**src/rtl/fetch_unit.sv**
```systemverilog
// -----------------------------------------------------------------------------
// fetch_unit
//
// Instruction fetch front end for a 16-bit machine with one- and two-word
// instructions. It streams addresses to a synchronous instruction memory,
// pairs each Ldl opcode (word[15:4] == LIT_OPC) with the literal word that
// follows it, and presents complete instructions on a valid/ready interface.
//
// Ports
//   clk          clock; all state changes on the rising edge
//   rst          asynchronous active-high reset
//   i_addr       instruction address to memory (combinational)
//   i_bus        memory data for the address presented on the previous edge
//   redirect     one-cycle request to restart fetch at redirect_pc
//   redirect_pc  restart address, valid while redirect is high
//   inst_valid   output instruction valid
//   inst_ready   consumer accepts the instruction this cycle
//   inst         instruction (first) word
//   inst_lit     literal word, zero for one-word instructions
//   inst_has_lit instruction carried a literal
//   inst_pc      address of the instruction's first word
// -----------------------------------------------------------------------------
module fetch_unit #(
   parameter logic [15:0] RESET_PC = 16'h0000,
   parameter logic [11:0] LIT_OPC  = 12'hFF1
) (
   input  logic        clk,
   input  logic        rst,
   output logic [15:0] i_addr,
   input  logic [15:0] i_bus,
   input  logic        redirect,
   input  logic [15:0] redirect_pc,
   output logic        inst_valid,
   input  logic        inst_ready,
   output logic [15:0] inst,
   output logic [15:0] inst_lit,
   output logic        inst_has_lit,
   output logic [15:0] inst_pc
);

   typedef enum logic {
      S_WORD = 1'b0,   // next taken word is the first word of an instruction
      S_LIT  = 1'b1    // next taken word is the literal of a held Ldl
   } state_t;

   // fetch address tracking: fa_q is the address whose data is on i_bus now
   logic [15:0] fa_q, fa_d;
   logic        v_q, v_d;

   state_t      state_q, state_d;
   logic [15:0] hold_q, hold_d;     // held Ldl opcode word
   logic [15:0] hpc_q, hpc_d;       // address of the held Ldl word

   // registered output instruction
   logic        valid_q, valid_d;
   logic [15:0] inst_q, inst_d;
   logic [15:0] lit_q, lit_d;
   logic        has_lit_q, has_lit_d;
   logic [15:0] pc_q, pc_d;

   logic        space;
   logic        take;
   logic [15:0] fa_inc;

   always_comb begin
      // The output slot can accept a new instruction if it is empty or is
      // being drained this cycle.
      space  = !valid_q || inst_ready;
      take   = v_q && space && !redirect;
      fa_inc = fa_q + 16'd1;   // wraps FFFF -> 0000

      // When not taking, re-request the same address so i_bus keeps showing
      // the stalled word on the next cycle; this makes stalls bubble-free.
      if (redirect)
         i_addr = redirect_pc;
      else if (take)
         i_addr = fa_inc;
      else
         i_addr = fa_q;

      fa_d      = i_addr;
      v_d       = 1'b1;
      state_d   = state_q;
      hold_d    = hold_q;
      hpc_d     = hpc_q;
      valid_d   = valid_q && !inst_ready;   // drain on handshake, else hold
      inst_d    = inst_q;
      lit_d     = lit_q;
      has_lit_d = has_lit_q;
      pc_d      = pc_q;

      if (redirect) begin
         // A handshake coinciding with redirect still completes; anything
         // half-assembled in S_LIT is simply forgotten.
         valid_d = 1'b0;
         state_d = S_WORD;
      end else if (take) begin
         unique case (state_q)
            S_WORD: begin
               if (i_bus[15:4] == LIT_OPC) begin
                  hold_d  = i_bus;
                  hpc_d   = fa_q;
                  state_d = S_LIT;
               end else begin
                  valid_d   = 1'b1;
                  inst_d    = i_bus;
                  lit_d     = 16'h0000;
                  has_lit_d = 1'b0;
                  pc_d      = fa_q;
               end
            end
            S_LIT: begin
               // The literal is passed through untouched, never decoded.
               valid_d   = 1'b1;
               inst_d    = hold_q;
               lit_d     = i_bus;
               has_lit_d = 1'b1;
               pc_d      = hpc_q;
               state_d   = S_WORD;
            end
            default: state_d = S_WORD;
         endcase
      end
   end

   always_ff @(posedge clk or posedge rst) begin
      if (rst) begin
         fa_q      <= RESET_PC;
         v_q       <= 1'b0;
         state_q   <= S_WORD;
         hold_q    <= 16'h0000;
         hpc_q     <= 16'h0000;
         valid_q   <= 1'b0;
         inst_q    <= 16'h0000;
         lit_q     <= 16'h0000;
         has_lit_q <= 1'b0;
         pc_q      <= 16'h0000;
      end else begin
         fa_q      <= fa_d;
         v_q       <= v_d;
         state_q   <= state_d;
         hold_q    <= hold_d;
         hpc_q     <= hpc_d;
         valid_q   <= valid_d;
         inst_q    <= inst_d;
         lit_q     <= lit_d;
         has_lit_q <= has_lit_d;
         pc_q      <= pc_d;
      end
   end

   assign inst_valid   = valid_q;
   assign inst         = inst_q;
   assign inst_lit     = lit_q;
   assign inst_has_lit = has_lit_q;
   assign inst_pc      = pc_q;

endmodule

```
**config.mk**
```make
export PLATFORM = sky130hd
export DESIGN_NAME = fetch_unit
export DESIGN_NICKNAME = d
export VERILOG_FILES = /design/src/rtl/fetch_unit.sv
export SDC_FILE = /design/constraint.sdc
export NUM_CORES = 1
export LEC_CHECK = 0
export ABC_AREA = 1
export BUFFER_PORTS_ARGS = -buffer_cell sky130_fd_sc_hd__buf_2
export CORE_MARGIN = 2
export CORE_UTILIZATION = 35
export CTS_BUF_LIST = sky130_fd_sc_hd__clkbuf_8
export DETAILED_ROUTE_END_ITERATION = 10
export GPL_TIMING_DRIVEN = 0
export PLACE_DENSITY = 0.59
export RECOVER_POWER = 25
export SLEW_MARGIN = 20
export SYNTH_ARGS = -nofsm -noshare
export SYNTH_HDL_FRONTEND = slang
export SYNTH_SLANG_ARGS = --single-unit
```
**constraint.sdc**
```tcl
create_clock -name clk -period 3.24 [get_ports clk]
set_input_delay 0.162 -clock clk [delete_from_list [all_inputs] [get_ports clk]]
set_output_delay 0.162 -clock clk [all_outputs]
set_load 0.05 [all_outputs]
```
# Word level (Yosys, flattened, before mapping)
# Index checks and enable logic that the tools add are counted.
# word_totals
elab_cells,43
ff_bits,100
in_bits,36
out_inout_bits,66
# op_classes
eq_ne,2
n_reduce_logical,10
n_bitwise,2
muxes,18
n_addsub,1
# op_table
operator,n
16-bit one-hot mux with 2 select lines,3
16-bit two-way mux,5
16-bit by 1-bit adder with 16-bit output (second input constant),1
12-bit equality test (second input constant),1
1-bit two-way mux,7
1-bit one-hot mux with 2 select lines,3
4-bit AND reduction,1
1-bit logical AND,3
1-bit logical NOT,3
3-bit AND reduction,1
2-bit != test (second input constant),1
1-bit inverter,2
2-bit nonzero test,1
1-bit logical OR,1

# Depth between registers and ports, before layout
# Gate-level depths: netlist of the first run.
# depth
word_depth,6
ltp_mapped,10
mapped_depth_nobuf,9

# Worst setup path after synthesis of the first run
# No wires, ideal clock.
# synth_timing
path_type,flip-flop to flip-flop
from,register valid_q (netlist: inst_valid)
to,register fa_q[6]
arrival_ns,2.362
stages_incl_launch_ff,6
setup_ns,0.248
path_slack_ns,0.630
n_path_buf,0
period_less_slack_ns,2.610
required_time_ns,2.992
cell_sequence,dfrtp_1 -> nand2_1 -> nand3_2 -> nor2_2 -> xor2_1 -> o21ai_0
# synth_via
elab_chain_len,6
# synth_rtl
item,line_no,rtl
"start, declared",55,"logic valid_q, valid_d;"
"start signal, assigned",144,valid_q <= valid_d;
1-bit logical NOT,68,space = !valid_q || inst_ready;
1-bit logical OR,68,
1-bit logical AND (2 in series),69,take = v_q && space && !redirect;
16-bit two-way mux,76,else if (take)
16-bit two-way mux,74,if (redirect)
named net i_addr[6],29,"output logic [15:0] i_addr,"
"end signal, assigned",128,fa_q <= RESET_PC;
"end signal, assigned",139,fa_q <= fa_d;
"end, declared",47,"logic [15:0] fa_q, fa_d;"
# The timed path passes the listed nets, and every way through them passes these cells.
# A chain may end at the register's enable or synchronous reset.

# Worst setup path after layout of the first run
# layout_timing
from,register fa_q[0]
to,output i_addr[6]
# layout_via
elab_chain_len,3
# layout_rtl
item,line_no,rtl
16-bit by 1-bit adder with 16-bit output,70,fa_inc = fa_q + 16'd1;
16-bit two-way mux,76,
16-bit two-way mux,74,
"end, declared",29,
# Every way passes these cells.

==> metrics.txt, run 1 <==
# TYPE chip_impl_metric gauge
chip_impl_info{name="status",value="complete, but fails checks"} 1
chip_impl_info{name="violations",value="max-capacitance violations, max-slew violations"} 1
chip_impl_metric{name="antenna_violations_before_repair",unit=""} 0
chip_impl_metric{name="start_util",unit="%"} 35.87
chip_impl_metric{name="footprint_of_the_multi_input_gates",unit="sq mm"} 0.001728
chip_impl_info{name="ys_top_cells_by_count",value="217 x sky130_fd_sc_hd__nand2_1, 100 x sky130_fd_sc_hd__dfrtp_1, 46 x sky130_fd_sc_hd__nand3_1"} 1
chip_impl_info{name="worstSetupPathType",value="reg2out"} 1
chip_impl_metric{name="layout-drive-gt1-share",unit="%"} 21.19
chip_impl_metric{name="fin_worst_skew",unit="ps"} 16.41
chip_impl_info{name="most_used_flip_flop_cell_after_synthesis",value="sky130_fd_sc_hd__dfrtp_1"} 1
chip_impl_metric{name="fin_crit",unit="ps"} 2459
chip_impl_metric{name="mappedNetlistArea",unit="sq mm"} 0.004546
chip_impl_metric{name="placeableCoreArea",unit="sq mm"} 0.01267
chip_impl_metric{name="yosys.area.top_type_share",unit="%"} 55.05
chip_impl_metric{name="overflow",unit=""} 0
chip_impl_metric{name="clock_latency",unit="ps"} 370
chip_impl_metric{name="num_antenna_cells",unit=""} 0
chip_impl_metric{name="critical_path.max_stage_delay",unit="ps"} 450
chip_impl_metric{name="worst_setup_hold_path_clk_slew",unit="ps"} 90
chip_impl_metric{name="rows",unit=""} 41
chip_impl_metric{name="ant_nets",unit=""} 0
chip_impl_metric{name="worst_ep_required_time",unit="ps"} 3080
chip_impl_metric{name="vias_in_the_first_global_route",unit=""} 3967
chip_impl_metric{name="clock.fmax",unit="GHz"} 0.4067
chip_impl_info{name="cts_tree",value="done"} 1
chip_impl_metric{name="setup_slack",unit="ps"} 780.9
chip_impl_metric{name="sequential_fraction_of_the_synthesis_area",unit="%"} 55.05
chip_impl_metric{name="n_fill_cell",unit=""} 1336
chip_impl_metric{name="ys_warn_count",unit=""} 0
chip_impl_metric{name="p_leak",unit="nW"} 3.001
chip_impl_metric{name="postCtsSetupRepairBufs",unit=""} 0
chip_impl_metric{name="gpl.final_weighted_congestion",unit=""} 0.8639
chip_impl_metric{name="cts_num_sinks",unit=""} 100
chip_impl_info{name="ctsRootBufferMaster",value="sky130_fd_sc_hd__clkbuf_8"} 1
chip_impl_metric{name="port_buffers",unit=""} 101
chip_impl_info{name="crit_chain",value="ha_1 > nand2_1 > nor2_1 > nand2_1 > nor2_2 > xor2_1 > o21ai_0 > buf_2"} 1
chip_impl_metric{name="final-max-slew-violation-count",unit=""} 35
chip_impl_metric{name="layout.area.seq",unit="sq mm"} 0.002502
chip_impl_metric{name="timing.final.setup_violations",unit=""} 0
chip_impl_metric{name="pwr_density_cell",unit="mW/mm^2"} 506.4
chip_impl_metric{name="route.final.wire_length",unit="mm"} 11.88
chip_impl_metric{name="grt_max_degree",unit=""} 67
chip_impl_metric{name="design.die.area",unit="sq mm"} 0.01391
chip_impl_metric{name="postSynthCellCount",unit=""} 549
chip_impl_metric{name="final_design_area_no_fill",unit="sq mm"} 0.005550
chip_impl_metric{name="post_synth_num_cell_types",unit=""} 27
chip_impl_metric{name="avgRoutedWirePerCell",unit="um"} 14.02
chip_impl_metric{name="cts_inserted_buffers",unit=""} 9
chip_impl_metric{name="detailedRoute.firstPassIterationCount",unit=""} 4
chip_impl_metric{name="finalHoldWorstSlack",unit="ps"} 14.54
chip_impl_metric{name="clock_path_buffers",unit=""} 2
chip_impl_metric{name="synth_area_per_cell",unit="sq um"} 8.280
chip_impl_info{name="startpoint_type",value="flip-flop"} 1
chip_impl_metric{name="area_growth",unit="%"} 22.10
chip_impl_metric{name="synth_mux_area_share",unit="%"} 0
chip_impl_metric{name="yosys.area_share.xor_xnor",unit="%"} 0.9634
chip_impl_info{name="synth_largest_area_cell",value="sky130_fd_sc_hd__dfrtp_1"} 1
chip_impl_metric{name="ir_drop",unit="V"} 0.0002376
chip_impl_metric{name="routed-via-count",unit=""} 3959
chip_impl_metric{name="path_max_fanout",unit=""} 9
chip_impl_info{name="post_synth_main_area_contributors",value="sky130_fd_sc_hd__dfrtp_1 55%, sky130_fd_sc_hd__nand2_1 18%, sky130_fd_sc_hd__nand3_1 5.1%, sky130_fd_sc_hd__o21a_1 4.3%, sky130_fd_sc_hd__inv_1 3.4%"} 1
chip_impl_info{name="end_kind",value="output port"} 1
chip_impl_metric{name="postSynth.asyncResetShare",unit="%"} 100.0
chip_impl_metric{name="drc",unit=""} 0
chip_impl_metric{name="layout.nets",unit=""} 707
chip_impl_metric{name="die_width",unit="um"} 118.0
chip_impl_info{name="critical_path.slowest_cell",value="sky130_fd_sc_hd__dfrtp_1"} 1
chip_impl_metric{name="hpwl_after_detailed_placement",unit="mm"} 8.941
chip_impl_info{name="cell_with_the_most_instances_after_synthesis",value="sky130_fd_sc_hd__nand2_1"} 1
chip_impl_metric{name="number_of_flops_mapped_to_enable_cells_by_yosys",unit=""} 0
chip_impl_metric{name="maxSlewHeadroom",unit="%"} -9.952
chip_impl_metric{name="drv.max_cap_violation_count",unit=""} 1
chip_impl_info{name="worstHoldPathType",value="in2reg"} 1
chip_impl_metric{name="synth.ff_latch_count",unit=""} 100
chip_impl_metric{name="post_cts_resize_count",unit=""} 0
chip_impl_metric{name="placement.setup.worst_slack",unit="ps"} 1176
chip_impl_metric{name="hold_buffers",unit=""} 8
chip_impl_metric{name="boundaryPins",unit=""} 102
chip_impl_metric{name="chipHeight",unit="um"} 118.0
chip_impl_metric{name="report.power.total",unit="W"} 0.002810
chip_impl_metric{name="cts-htree-levels",unit=""} 3
chip_impl_metric{name="synthAdderAreaFrac",unit="%"} 0.2753
chip_impl_metric{name="grt_first_pass_wirelength",unit="mm"} 20.33
chip_impl_metric{name="least_margin_pin_slew",unit="ps"} 1640
chip_impl_metric{name="final-hold-violation-count",unit=""} 0
chip_impl_metric{name="placed_cell_area",unit="sq mm"} 0.005299
chip_impl_metric{name="period_utilisation_layout",unit="%"} 75.90
chip_impl_metric{name="globalRouteTotalUtil",unit="%"} 18.28
chip_impl_metric{name="drt_iter0_drc",unit=""} 238
chip_impl_metric{name="synth-simple-area-share",unit="%"} 26.56
chip_impl_metric{name="postLayoutCoreUtil",unit="%"} 43.80
chip_impl_info{name="dominant_combinational_cell_family_by_area_after_synthesis",value="simple AND/OR/NAND/NOR gates"} 1
chip_impl_metric{name="cp_data_arrival_time",unit="ps"} 2300
chip_impl_info{name="rsz_0062_raised_after_global_routing",value="false"} 1
chip_impl_info{name="path_common_cell",value="sky130_fd_sc_hd__nand2_1"} 1
chip_impl_metric{name="syn_nets",unit=""} 586
chip_impl_metric{name="fraction_of_the_mapped_netlist_area_in_compound_gates",unit="%"} 10.13
chip_impl_metric{name="avgViaCountPerCell",unit=""} 4.674
flip-flops by register name (all words and copies together) (netlist names):
signal	flops
fa_q	16
v_q	1
hold_q	16
hpc_q	16
inst_lit	16
inst_valid	1
inst_has_lit	1
state_q	1
inst	16
inst_pc	16
cell type report:
class | count | area share, %
Clock buffer | 10 | 2.480
Timing Repair Buffer | 110 | 11.02
Tap cell | 172 | 3.877
Buffer | 26 | 2.570
Multi-Input combinational cell | 377 | 31.13
Sequential cell | 100 | 45.09
Inverter | 46 | 3.133
Clock inverter | 6 | 0.6988
cells in the final DEF, fill, tap and decap left out, types with 2 or more instances in the layout:
cell                            count
sky130_fd_sc_hd__o211ai_1           2
sky130_fd_sc_hd__inv_6              2
sky130_fd_sc_hd__buf_2            111
sky130_fd_sc_hd__dfrtp_1          100
sky130_fd_sc_hd__clkbuf_1           9
sky130_fd_sc_hd__xor2_1             5
sky130_fd_sc_hd__nand4_1            5
sky130_fd_sc_hd__inv_2              5
sky130_fd_sc_hd__a21oi_1            3
sky130_fd_sc_hd__nor2_2             2
sky130_fd_sc_hd__nand3_1           46
sky130_fd_sc_hd__buf_6              4
sky130_fd_sc_hd__o21ai_1           22
sky130_fd_sc_hd__nor2_1            15
sky130_fd_sc_hd__clkbuf_8          10
sky130_fd_sc_hd__dlygate4sd3_1      8
sky130_fd_sc_hd__buf_1              2
sky130_fd_sc_hd__nand2_1          217
sky130_fd_sc_hd__inv_1             42
sky130_fd_sc_hd__nor3_1             2
sky130_fd_sc_hd__o21ai_0           25
sky130_fd_sc_hd__o21a_1            26
per-stage QoR:
stage	setup TNS, ps	cells
after floorplan	0	549
after global placement	-65060	822
after detailed placement	0	823
after CTS	0	847
after global routing	0	847
final	0	847
power breakdown:
| group | switching [W] | internal (W) | total, W |
|---|---|---|---|
| sequential | 0.0000644 | 0.00133 | 0.00140 |
| combinational | 0.000511 | 0.000163 | 0.000673 |
| clock | 0.000438 | 0.000301 | 0.000739 |
routing by layer:
layer,track usage (%),wire length (um)
met5,0,0
met4,5.497,176
met2,29.83,5516
met3,3.682,594
met1,24.57,5588
worst max-delay path: cells and delay by family (launching register included):
kind | cells | cell delay (ps)
and+or+nand+nor | 4 | 530
DFF | 1 | 450
buffers and inverters | 1 | 310
adders and majority gates | 1 | 260
AOI/OAI and AO/OA | 1 | 240
xor gates and xnor gates | 1 | 130
worst paths after layout:
check                        endpoint            start  slack [ps]  cells past startpoint
setup reg to reg              fa_q[6]          fa_q[0]        1500                      7
hold reg to reg            hold_q[11]       hold_q[11]         460                      2
max in group asynchronous     fa_q[6]              rst        1610                      4
min in group asynchronous    inst[12]              rst         700                      3
setup / recovery            i_addr[6]          fa_q[0]         780                      8
hold / removal               fa_q[12]  redirect_pc[12]          10                      3
cells by family (layout without fill, tap and decap cells):
| kind of cell | after synthesis | in the layout |
|---|---|---|
| AND/OR/NAND/NOR | 292 | 292 |
| other | 1 | 1 |
| XOR/XNOR | 5 | 5 |
| AO/OA/AOI/OAI | 78 | 78 |
| adder cells (fa/ha/maj) | 1 | 1 |
| buffers and inverters | 72 | 198 |
| flip-flops | 100 | 100 |
Power figures use the tool's default switching activity.
==> run 2, diff against run 1 <==
- PLACE_DENSITY: 0.59 -> 0.61
- clock period: 3.24 -> 2.14 ns (I/O delays scaled with it)
==> metrics.txt, run 2 (same netlist as run 1, synthesis figures left out) <==
# TYPE chip_impl_metric gauge
chip_impl_metric{name="globalRouteTotalUtil",unit="%"} 18.29
chip_impl_metric{name="final-hold-violation-count",unit=""} 0
chip_impl_metric{name="layout.nets",unit=""} 724
chip_impl_metric{name="cp_data_arrival_time",unit="ps"} 1970
chip_impl_info{name="ctsRootBufferMaster",value="sky130_fd_sc_hd__clkbuf_8"} 1
chip_impl_metric{name="antenna_violations_before_repair",unit=""} 0
chip_impl_metric{name="detailedRoute.firstPassIterationCount",unit=""} 5
chip_impl_metric{name="final-max-slew-violation-count",unit=""} 0
chip_impl_metric{name="avgViaCountPerCell",unit=""} 4.663
chip_impl_info{name="startpoint_type",value="flip-flop"} 1
chip_impl_metric{name="place.detailed.instances",unit=""} 825
chip_impl_metric{name="start_util",unit="%"} 35.87
chip_impl_metric{name="maxSlewHeadroom",unit="%"} 22.95
chip_impl_metric{name="fin_crit",unit="ps"} 2077
chip_impl_info{name="worstSetupPathType",value="reg2out"} 1
chip_impl_metric{name="cts_num_sinks",unit=""} 100
chip_impl_metric{name="chipHeight",unit="um"} 118.0
chip_impl_metric{name="least_margin_pin_slew",unit="ps"} 1149
chip_impl_metric{name="layout-drive-gt1-share",unit="%"} 24.57
chip_impl_metric{name="clock.fmax",unit="GHz"} 0.4815
chip_impl_metric{name="cts_inserted_buffers",unit=""} 9
chip_impl_metric{name="overflow",unit=""} 0
chip_impl_metric{name="ir_drop",unit="V"} 0.0003149
chip_impl_metric{name="boundaryPins",unit=""} 102
chip_impl_metric{name="drc",unit=""} 0
chip_impl_metric{name="final_design_area_no_fill",unit="sq mm"} 0.005921
chip_impl_metric{name="path_max_fanout",unit=""} 3
chip_impl_metric{name="drv.max_cap_violation_count",unit=""} 0
chip_impl_metric{name="grt_first_pass_wirelength",unit="mm"} 20.36
chip_impl_metric{name="cts-htree-levels",unit=""} 3
chip_impl_metric{name="pwr_density_cell",unit="mW/mm^2"} 764.5
chip_impl_metric{name="hpwl_after_detailed_placement",unit="mm"} 9.330
chip_impl_metric{name="gpl.final_weighted_congestion",unit=""} 0.8471
chip_impl_metric{name="ant_nets",unit=""} 0
chip_impl_info{name="rsz_0062_raised_after_global_routing",value="true"} 1
chip_impl_metric{name="worst_setup_hold_path_clk_slew",unit="ps"} 90
chip_impl_metric{name="p_leak",unit="nW"} 3.094
chip_impl_metric{name="route.final.wire_length",unit="mm"} 12.41
chip_impl_metric{name="num_antenna_cells",unit=""} 0
chip_impl_metric{name="area_growth",unit="%"} 30.25
chip_impl_metric{name="rows",unit=""} 41
chip_impl_metric{name="die_width",unit="um"} 118.0
chip_impl_metric{name="finalHoldWorstSlack",unit="ps"} 19.04
chip_impl_metric{name="n_fill_cell",unit=""} 1275
chip_impl_metric{name="placeableCoreArea",unit="sq mm"} 0.01267
chip_impl_metric{name="routed-via-count",unit=""} 4029
chip_impl_info{name="end_kind",value="output port"} 1
chip_impl_info{name="cts_tree",value="done"} 1
chip_impl_metric{name="placed_cell_area",unit="sq mm"} 0.005343
chip_impl_info{name="worstHoldPathType",value="in2reg"} 1
chip_impl_metric{name="final-instance-count-excl-fill",unit=""} 864
chip_impl_metric{name="grt_max_degree",unit=""} 34
chip_impl_info{name="layout.cells.most_common_list",value="207 x sky130_fd_sc_hd__nand2_1, 98 x sky130_fd_sc_hd__dfrtp_1, 90 x sky130_fd_sc_hd__buf_2"} 1
chip_impl_metric{name="fin_worst_skew",unit="ps"} 12.32
chip_impl_metric{name="vias_in_the_first_global_route",unit=""} 4039
chip_impl_metric{name="placement.setup.worst_slack",unit="ps"} 185.3
chip_impl_metric{name="clock_latency",unit="ps"} 370
chip_impl_metric{name="setup_slack",unit="ps"} 63.15
chip_impl_info{name="status",value="finished clean"} 1
chip_impl_metric{name="port_buffers",unit=""} 101
chip_impl_metric{name="worst_ep_required_time",unit="ps"} 2030
chip_impl_metric{name="avgRoutedWirePerCell",unit="um"} 14.37
chip_impl_info{name="final_common_cell",value="sky130_fd_sc_hd__nand2_1"} 1
chip_impl_metric{name="drt_iter0_drc",unit=""} 241
chip_impl_metric{name="clock_path_buffers",unit=""} 2
chip_impl_metric{name="timing.final.setup_violations",unit=""} 0
chip_impl_metric{name="design.die.area",unit="sq mm"} 0.01391
chip_impl_metric{name="period_utilisation_layout",unit="%"} 97.05
-- run 2: cell types whose count changed in the layout (fill, tap and decap cells not counted), moves of 4 or more --
cell and delta:
sky130_fd_sc_hd__buf_2 -21, sky130_fd_sc_hd__buf_4 +10, sky130_fd_sc_hd__nand2_1 -10, sky130_fd_sc_hd__nand2_2 +10
sky130_fd_sc_hd__clkbuf_1 +8, sky130_fd_sc_hd__dlygate4sd3_1 +7, sky130_fd_sc_hd__buf_8 +4, sky130_fd_sc_hd__nor2_1 -4
-- run 2: worst paths after layout --
path / start / endpoint / slack [ps] / cells past startpoint
worst max register to register: inst_valid / inst[0] / 400 / 6
worst max-delay path: fa_q[0] / i_addr[13] / 60 / 9
worst min register to register: hold_q[15] / hold_q[15] / 460 / 2
max in group asynchronous: rst / fa_q[15] / 580 / 6
min in group asynchronous: rst / inst[9] / 480 / 3
worst min-delay path: i_bus[2] / inst_lit[2] / 20 / 3
-- run 2: timing repair --
item / CTS / global route
pin swaps: 1 / 9
gates resized for setup: 12 / 42
hold buffers: 15 / 0
hold endpoints to repair: 38 / 0
endpoints found under the setup margin: 6 / 13
buffers inserted: 5 / 2
gates cloned: 1 / 0
-- run 2: metal layers --
metal  track usage [%]  share of wire (%)  up-vias
met5                 0                  0        -
met4             4.669                1.2        0
met1             24.33                 46     1886
met3             3.779                4.3       14
met2             30.49                 49      114
li1                  -                  -     2015
-- run 2: power by group --
part           total [W]  internal (W)  switching (W)
Combinational    0.00112      0.000312       0.000810
Clock            0.00129      0.000643       0.000643
Sequential       0.00212       0.00202      0.0000990
Total            0.00453       0.00297        0.00155
-- run 2: layout make-up --
class | instances | area [sq um] | area share (%)
sequential | 100 | 2505 | 42.31
clock buffer | 12 | 165.2 | 2.790
timing repair buffer | 126 | 838.3 | 14.16
multi-input combinational | 378 | 1828 | 30.87
clock inverter | 4 | 52.55 | 0.8876
buffer | 26 | 142.6 | 2.409
inverter | 46 | 173.9 | 2.937
tap | 172 | 215.2 | 3.635
-- run 2: per-stage QoR --
step           utilization (%)  TNS (ps)  power [W]
2_1_floorplan                -         0   0.002880
3_3_place_gp             41.63         0   0.003159
3_5_place_dp             42.16         0   0.003187
4_1_cts                  45.71         0   0.004529
5_1_grt                  46.73    -205.8   0.004734
6_report                 46.73         0   0.004526
-- run 2: worst max-delay path, cell delays in order (launching register included) --
cell and delay, ps:
sky130_fd_sc_hd__dfrtp_1 440, sky130_fd_sc_hd__buf_4 160, sky130_fd_sc_hd__buf_4 100, sky130_fd_sc_hd__nand3_1 100
sky130_fd_sc_hd__nor2_2 230, sky130_fd_sc_hd__nand3_1 100, sky130_fd_sc_hd__nand2_1 70, sky130_fd_sc_hd__nand3_1 80
sky130_fd_sc_hd__nand2_1 100, sky130_fd_sc_hd__clkbuf_4 230
==> run 3, diff against run 2 <==
- GPL_TIMING_DRIVEN: 0 -> default
- HOLD_SLACK_MARGIN: default -> 0.08
- REMOVE_ABC_BUFFERS: default -> 1
==> metrics.txt, run 3 (same netlist as run 1, synthesis figures left out) <==
# TYPE chip_impl_metric gauge
chip_impl_metric{name="globalRouteTotalUtil",unit="%"} 17.64
chip_impl_info{name="worstHoldPathType",value="in2reg"} 1
chip_impl_metric{name="cts_inserted_buffers",unit=""} 9
chip_impl_metric{name="route.final.wire_length",unit="mm"} 11.93
chip_impl_metric{name="clock_path_buffers",unit=""} 2
chip_impl_metric{name="clock_latency",unit="ps"} 370
chip_impl_metric{name="final-hold-violation-count",unit=""} 0
chip_impl_metric{name="vias_in_the_first_global_route",unit=""} 4040
chip_impl_metric{name="port_buffers",unit=""} 101
chip_impl_metric{name="path_max_fanout",unit=""} 7
chip_impl_metric{name="placed_cell_area",unit="sq mm"} 0.005248
chip_impl_metric{name="area_growth",unit="%"} 30.99
chip_impl_metric{name="cts-htree-levels",unit=""} 3
chip_impl_info{name="status",value="complete, but fails checks"} 1
chip_impl_metric{name="clock.fmax",unit="GHz"} 0.4939
chip_impl_metric{name="p_leak",unit="nW"} 3.135
chip_impl_metric{name="layout.nets",unit=""} 721
chip_impl_metric{name="layout-drive-gt1-share",unit="%"} 22.71
chip_impl_metric{name="avgViaCountPerCell",unit=""} 4.716
chip_impl_metric{name="start_util",unit="%"} 35.87
chip_impl_metric{name="drv.max_cap_violation_count",unit=""} 1
chip_impl_metric{name="fin_crit",unit="ps"} 2025
chip_impl_metric{name="maxSlewHeadroom",unit="%"} -0.4060
chip_impl_metric{name="report.power.total",unit="W"} 0.004645
chip_impl_metric{name="placeableCoreArea",unit="sq mm"} 0.01267
chip_impl_metric{name="routed-via-count",unit=""} 4051
chip_impl_metric{name="ant_nets",unit=""} 0
chip_impl_metric{name="antenna_violations_before_repair",unit=""} 0
chip_impl_metric{name="gpl.final_weighted_congestion",unit=""} 0.8057
chip_impl_metric{name="boundaryPins",unit=""} 102
chip_impl_metric{name="ir_drop",unit="V"} 0.0006139
chip_impl_info{name="ctsRootBufferMaster",value="sky130_fd_sc_hd__clkbuf_8"} 1
chip_impl_metric{name="chipHeight",unit="um"} 118.0
chip_impl_metric{name="detailedRoute.firstPassIterationCount",unit=""} 5
chip_impl_metric{name="hpwl_after_detailed_placement",unit="mm"} 7.725
chip_impl_metric{name="drc",unit=""} 0
chip_impl_metric{name="cp_data_arrival_time",unit="ps"} 1920
chip_impl_metric{name="period_utilisation_layout",unit="%"} 94.62
chip_impl_metric{name="worst_setup_hold_path_clk_slew",unit="ps"} 100
chip_impl_metric{name="die_width",unit="um"} 118.0
chip_impl_metric{name="pwr_density_cell",unit="mW/mm^2"} 780.1
chip_impl_metric{name="final_design_area_no_fill",unit="sq mm"} 0.005954
chip_impl_info{name="worstSetupPathType",value="reg2out"} 1
chip_impl_info{name="cts_tree",value="done"} 1
chip_impl_info{name="layout.cells.most_common_list",value="210 x sky130_fd_sc_hd__nand2_1, 99 x sky130_fd_sc_hd__dfrtp_1, 91 x sky130_fd_sc_hd__buf_2"} 1
chip_impl_metric{name="avgRoutedWirePerCell",unit="um"} 13.89
chip_impl_metric{name="num_antenna_cells",unit=""} 0
chip_impl_info{name="rsz_0062_raised_after_global_routing",value="true"} 1
chip_impl_metric{name="timing.final.setup_violations",unit=""} 0
chip_impl_metric{name="drt_iter0_drc",unit=""} 260
chip_impl_metric{name="worst_ep_required_time",unit="ps"} 2030
chip_impl_metric{name="cts_num_sinks",unit=""} 100
chip_impl_metric{name="final-max-slew-violation-count",unit=""} 42
chip_impl_metric{name="overflow",unit=""} 0
chip_impl_info{name="end_kind",value="output port"} 1
chip_impl_info{name="violations",value="max-capacitance violations, max-slew violations"} 1
chip_impl_metric{name="n_fill_cell",unit=""} 1248
chip_impl_metric{name="fin_worst_skew",unit="ps"} 10.61
chip_impl_metric{name="rows",unit=""} 41
chip_impl_info{name="final_common_cell",value="sky130_fd_sc_hd__nand2_1"} 1
chip_impl_metric{name="grt_max_degree",unit=""} 59
chip_impl_metric{name="least_margin_pin_slew",unit="ps"} 1504
chip_impl_info{name="startpoint_type",value="flip-flop"} 1
chip_impl_metric{name="grt_first_pass_wirelength",unit="mm"} 19.98
chip_impl_metric{name="design.die.area",unit="sq mm"} 0.01391
[run 3: area by class of cell]
class | instances | area (sq um) | area share, %
timing repair buffer | 149 | 1040 | 17.46
inverter | 46 | 172.7 | 2.900
clock buffer | 9 | 123.9 | 2.080
sequential | 100 | 2504 | 42.05
clock inverter | 5 | 102.6 | 1.723
multi-input combinational | 378 | 1797 | 30.17
tap | 172 | 215.2 | 3.614
[run 3: worst paths after layout]
path                             from           to  slack, ps  cells past startpoint
max                           fa_q[1]   i_addr[11]        120                     10
min                        inst_ready   inst_valid        120                      4
max reg2reg                inst_valid  inst_pc[15]        340                      7
min reg2reg                hold_q[11]   hold_q[11]        460                      2
max in group asynchronous         rst     fa_q[13]        310                      4
min in group asynchronous         rst      inst[5]        710                      3
[run 3: repair_timing]
action	4_1_cts	5_1_grt
endpoints found under the hold margin	76	0
buffers inserted	2	2
hold buffers	33	0
pin swaps	1	3
setup endpoints to repair	6	12
gates resized for setup	11	32
gates cloned	1	0
[run 3: stage by stage]
step	setup TNS, ps	hold slack [ps]	util (%)	std cells	setup slack (ps)
5_1_grt	-578.2	125.6	46.99	859	-48.73
2_1_floorplan	-90780	215.8	-	523	-585.8
6_report	0	120.8	46.99	859	115.2
3_3_place_gp	0	187.1	41.41	807	264.7
3_5_place_dp	0	189.8	41.41	807	207.5
4_1_cts	0	93.23	46.23	857	8.384
[run 3: layer usage]
metal	track usage (%)	part of all wire, %	vias up
li1	-	-	2003
met1	23.14	47	1914
met2	29.76	48	121
met3	3.779	4.6	13
met4	4.292	1.1	0
met5	0	0	-
[run 3: power by group]
group	leakage [nW]	internal, W	switching [W]
sequential	1.27	0.00202	0.0000881
combinational	1.76	0.000312	0.000803
clock	0.111	0.000762	0.000662
total	3.13	0.00309	0.00155
[run 3: critical path, stage by stage (launching register included)]
cell	delay (ps)
sky130_fd_sc_hd__dfrtp_1	420
sky130_fd_sc_hd__buf_4	150
sky130_fd_sc_hd__nand2_1	50
sky130_fd_sc_hd__nor2_1	100
sky130_fd_sc_hd__nand2_1	100
sky130_fd_sc_hd__nor2_4	220
sky130_fd_sc_hd__nand2_1	90
sky130_fd_sc_hd__nand2_1	80
sky130_fd_sc_hd__nand3_1	80
sky130_fd_sc_hd__nand2_2	90
sky130_fd_sc_hd__buf_6	160
